===== config.mk =====
export PLATFORM = sky130hd
export DESIGN_NAME = key_event_ctrl
export DESIGN_NICKNAME = d
export VERILOG_FILES = /design/src/rtl/key_event_ctrl.sv
export SDC_FILE = /design/constraint.sdc
export NUM_CORES = 1
export LEC_CHECK = 0
export BUFFER_PORTS_ARGS = -buffer_cell sky130_fd_sc_hd__buf_4
export CAP_MARGIN = 5
export CELL_PAD_IN_SITES_DETAIL_PLACEMENT = 1
export CELL_PAD_IN_SITES_GLOBAL_PLACEMENT = 2
export CORE_MARGIN = 1
export CORE_UTILIZATION = 42
export CTS_CLUSTER_SIZE = 8
export DETAILED_ROUTE_END_ITERATION = 12
export GPL_TIMING_DRIVEN = 0
export PLACE_DENSITY_LB_ADDON = 0.1
export SLEW_MARGIN = 20
export SYNTH_ARGS = -nofsm -noshare
export SYNTH_HDL_FRONTEND = slang
export SYNTH_SLANG_ARGS = --single-unit
export TNS_END_PERCENT = 1

===== constraint.sdc =====
create_clock -name clk -period 3.63 [get_ports clk]
set_clock_uncertainty 0.05 [all_clocks]
set_input_delay 0.363 -clock clk [delete_from_list [all_inputs] [get_ports clk]]
set_output_delay 0.363 -clock clk [all_outputs]
set_load 0.1 [all_outputs]

===== src/rtl/key_event_ctrl.sv =====
// Key gesture classifier: turns a debounced key level into short-press,
// long-press and double-click pulses, plus a busy flag while a gesture is open.
module key_event_ctrl #(
   parameter int unsigned LONG_CYCLES   = 100,
   parameter int unsigned DCLICK_CYCLES = 40,
   parameter logic        PRESS_LEVEL   = 1'b0
) (
   input  logic clk,
   input  logic rst,
   input  logic key_in,
   output logic short_press,
   output logic long_press,
   output logic double_click,
   output logic busy
);

   localparam logic [27:0] LONG_LAST   = 28'(LONG_CYCLES - 1);
   localparam logic [27:0] DCLICK_LAST = 28'(DCLICK_CYCLES - 1);

   typedef enum logic [2:0] {
      IDLE   = 3'd0,
      PRESS1 = 3'd1,
      LONG   = 3'd2,
      WAIT2  = 3'd3,
      PRESS2 = 3'd4
   } state_t;

   state_t      state_q, state_d;
   logic [27:0] cnt_q, cnt_d;
   logic        key_d_q, key_d_d;
   logic        short_q, short_d;
   logic        long_q, long_d;
   logic        dclick_q, dclick_d;
   logic        busy_q, busy_d;
   logic        press_edge, release_edge;

   assign press_edge   = (key_in == PRESS_LEVEL) && (key_d_q != PRESS_LEVEL);
   assign release_edge = (key_in != PRESS_LEVEL) && (key_d_q == PRESS_LEVEL);

   always_comb begin
      key_d_d  = key_in;
      state_d  = state_q;
      cnt_d    = cnt_q;
      short_d  = 1'b0;
      long_d   = 1'b0;
      dclick_d = 1'b0;
      case (state_q)
         IDLE: begin
            cnt_d = '0;
            if (press_edge) state_d = PRESS1;
         end
         PRESS1: begin
            if (release_edge) begin
               state_d = WAIT2;
               cnt_d   = '0;
            end else if (cnt_q == LONG_LAST) begin
               state_d = LONG;
               long_d  = 1'b1;
            end else begin
               cnt_d = cnt_q + 28'd1;
            end
         end
         LONG: begin
            if (release_edge) begin
               state_d = IDLE;
               cnt_d   = '0;
            end
         end
         // A second press on the window's last cycle still counts as a double click.
         WAIT2: begin
            if (press_edge) begin
               state_d  = PRESS2;
               dclick_d = 1'b1;
               cnt_d    = '0;
            end else if (cnt_q == DCLICK_LAST) begin
               state_d = IDLE;
               short_d = 1'b1;
               cnt_d   = '0;
            end else begin
               cnt_d = cnt_q + 28'd1;
            end
         end
         PRESS2: begin
            if (release_edge) state_d = IDLE;
         end
         default: begin
            state_d = IDLE;
            cnt_d   = '0;
         end
      endcase
      busy_d = (state_d != IDLE);
   end

   // Released level at reset makes a key held through reset look like a fresh press.
   always_ff @(posedge clk or negedge rst) begin
      if (!rst) begin
         state_q  <= IDLE;
         cnt_q    <= '0;
         key_d_q  <= ~PRESS_LEVEL;
         short_q  <= 1'b0;
         long_q   <= 1'b0;
         dclick_q <= 1'b0;
         busy_q   <= 1'b0;
      end else begin
         state_q  <= state_d;
         cnt_q    <= cnt_d;
         key_d_q  <= key_d_d;
         short_q  <= short_d;
         long_q   <= long_d;
         dclick_q <= dclick_d;
         busy_q   <= busy_d;
      end
   end

   assign short_press  = short_q;
   assign long_press   = long_q;
   assign double_click = dclick_q;
   assign busy         = busy_q;

endmodule


==> reports/qor.csv <==
stage,metric,value,unit
synthesis,synth_area_per_cell,9.486,sq um
timing,rsz0062_at_grt,false,
timing,min_period,2467,ps
cells_and_area,fin_nets,237,
worst_hold_path,hold_path.class,in2async,
power_and_ir_drop,cellPowerDensity,555.6,nW/um^2
cts,htreeDepth,2,
timing,finalSetupViolations,0,
worst_setup_path,crit_path_start_kind,flop,
cts,cts_resized,0,
timing,slew_viol_final,0,
drt,vias,1733,
placement,dpl_cell_area,2216,sq um
floorplan,die_h,72.49,microns
cts,cts.clk_slew.worst_paths,70,ps
power_and_ir_drop,p_leak,0.9329,nW
global_routing,antenna_found_initial,0,
flow_run,cap_violations,0,
floorplan,coreArea,4755,sq um
cells_and_area,stdcell_area,2306,sq um
drt,drt-total-wl,5487,microns
floorplan,ios,7,
global_routing,track_usage,0.2340,
synthesis,yosysSeqAreaShare,0.4323,
drt,wire_per_inst,18.23,microns
placement,place_congestion,0.7827,
drt,via_per_inst,5.757,
cells_and_area,fillers,582,
timing,fin_hold_ws,-14.56,ps
drt,drt_iter0_markers,93,
drt,ant_nets,0,
status,violations,hold timing,
placement,port_buffers,6,
cts,hold_buffers,0,
floorplan,die_area,5255,sq um
worst_setup_path,setup.worst_path.end,cnt_q[17],
worst_setup_path,slowest_delay,470,ps
worst_setup_path,crit_type,reg2reg,
synthesis,synth_warnings,0,
cells_and_area,layout.cells.non_filler,301,
global_routing,grt.met1_usage,0.3187,
timing,tightest_slew,581.6,ps
synthesis,ys_types,51,
power_and_ir_drop,peakVddDrop,0.0003402,V
worst_setup_path,worstPathCellList,nor4_1 -> nand4_1 -> nor3_4 -> nor2_1 -> buf_2 -> a31oi_1 -> a21oi_1,
worst_setup_path,critPathLaunch,cnt_q[9],
global_routing,grt_max_degree,37,
global_routing,use_met2,0.3884,
timing,hold_violations,18,
cts,cts_tree,yes,
cts,cts_buffers,5,
synthesis,synth_ff_type,dfrtp_1,
worst_setup_path,crit_fanout,10,
cells_and_area,area_growth,10.49,%
placement,dp_hpwl,4032,microns
global_routing,grt.overflow.total,0,
status,status,"complete, but fails checks",
worst_setup_path,worst_r2r_path_depth,7,
cells_and_area,n_antenna_cell,0,
cells_and_area,drive_gt1_frac,0.1496,
drt,drc,0,
worst_setup_path,crit_arrival,2580,ps
global_routing,met3_usage,0.05000,
worst_setup_path,crit_slowest_cell,nor3_4,
cts,insertion_delay,280,ps
floorplan,start_util,0.4389,
global_routing,grt_pass1_vias,1767,
placement,dp_cells,293,
worst_setup_path,r2r_slack,1160,ps
worst_setup_path,cp-end-kind,flop,
worst_setup_path,r2r_end,cnt_q[17],
worst_setup_path,r2r-start,cnt_q[9],
global_routing,grt_first_pass_wirelength,9204,microns
cts,cts_max_path_buffers,2,
synthesis,synth-seq-cells,36,
worst_setup_path,required,3740,ps
timing,fin_crit_sh,0.6795,
timing,setup-tns-final,0,ps
cells_and_area,ff_latch_area,902.1,sq um
timing,finalWorstSetupSlack,1163,ps
timing,clock.fmax,0.4054,GHz
cells_and_area,multiInputGateArea,1114,sq um
placement,detailedPlace.worstSlack,1189,ps
timing,slew-limit-headroom,0.6106,
cts,post_cts_buffers,0,
cts,root_buffer,clkbuf_8,
global_routing,top_usage_layer,met2,
power_and_ir_drop,total_power,0.001281,W
synthesis,synth_edf_count,0,
synthesis,synth_fp_nets,224,
floorplan,die_w,72.49,microns
synthesis,syn_area,2087,sq um
synthesis,netlist_instances,220,
drt,firstDrtPassIters,4,
floorplan,rows,25,
synthesis,synth-async-reset-ratio,1.000,
cts,cts_sinks,36,
cells in the mapped netlist (5+ instances only):
master | count | share of area
a31oi_1 | 10 | 0.030
nand4_1 | 10 | 0.030
o21ai_0 | 5 | 0.012
dfrtp_1 | 35 | 0.42
nand3_1 | 8 | 0.019
nor2_1 | 25 | 0.045
nand2_1 | 21 | 0.038
a21oi_1 | 9 | 0.022
xnor2_1 | 9 | 0.038
xor2_1 | 5 | 0.021
and3_1 | 5 | 0.015
nor3_1 | 11 | 0.026
buf_2 | 6 | 0.014
metal layers:
| layer | vias to the layer above | wire [microns] |
|---|---|---|
| met5 | - | 0 |
| met4 | 0 | 42 |
| met3 | 6 | 206 |
| met2 | 42 | 2651 |
| met1 | 861 | 2586 |
| li1 | 824 | - |
worst min path at each step:
stage / start / end / slack, ps / cells after the start
final: rst / cnt_q[10] / -10 / 1
after detailed placement: rst / double_click / 310 / 1
after floorplan: rst / busy / 20 / 0
after global routing: rst / double_click / 7 / 1
after CTS: rst / cnt_q[6] / 7 / 1
after global placement: rst / double_click / 300 / 1
sequential cells by signal, summed over array words and instances (netlist names):
register      flops
key_d_q           1
busy              1
double_click      1
long_press        1
short_press       1
state_q           3
cnt_q            28
cell usage in the layout (no fill, tap or decap), types with 2 or more instances in the layout:
master	netlist	final
and2_1	2	2
buf_2	6	6
inv_1	4	4
nor4_4	3	3
o22ai_1	2	2
nor2_1	25	25
clkbuf_8	0	6
clkbuf_1	4	6
o21ai_0	5	5
dfrtp_1	35	35
nor4b_4	2	2
buf_4	0	6
nor2b_1	4	4
and4_1	2	2
a31oi_1	10	10
nor4_2	2	2
a21oi_1	9	9
nor4_1	2	2
a21o_1	2	2
nand2b_1	4	4
nand2_1	21	21
and3_1	5	5
nand3_1	8	8
nand3b_1	2	2
o31ai_1	2	2
xnor2_1	9	9
nor3_1	11	11
nand4_1	10	10
xor2_1	5	5
kinds of logic after synthesis:
family,share of synthesized area
flops,0.4323
mux,0.004796
xor+xnor,0.05875
compound gates,0.1283
simple gates,0.3357
fa+ha+maj,0.005994
buf+inv,0.03417
power by group:
part	leakage [nW]	switching [W]	internal, W
Combinational	0.396	0.000385	0.000138
Sequential	0.492	0.0000251	0.000436
Clock	0.0455	0.000143	0.000155
stage by stage:
step / hold slack (ps) / util
floorplan: 17.41 / -
global placement: 302.1 / 0.4661
detailed placement: 310.4 / 0.4661
CTS: 6.953 / 0.4850
global route: 6.962 / 0.4850
finish: -14.56 / 0.4850
worst max-delay path: cells and delay by family, from the launching register on:
family	cells	cell delay [ps]
compound gates	2	260
buf+inv	1	220
flops	1	450
simple gates	4	1350
layout make-up:
class / count / share of cell area
inverters: 4 / 0.006511
clock buffers: 8 / 0.03907
well taps: 67 / 0.03635
multi-input cells: 169 / 0.4829
flip-flops and latches: 36 / 0.3912
plain buffers: 11 / 0.02442
repair buffers: 6 / 0.01953
Power figures use the tool's default switching activity.
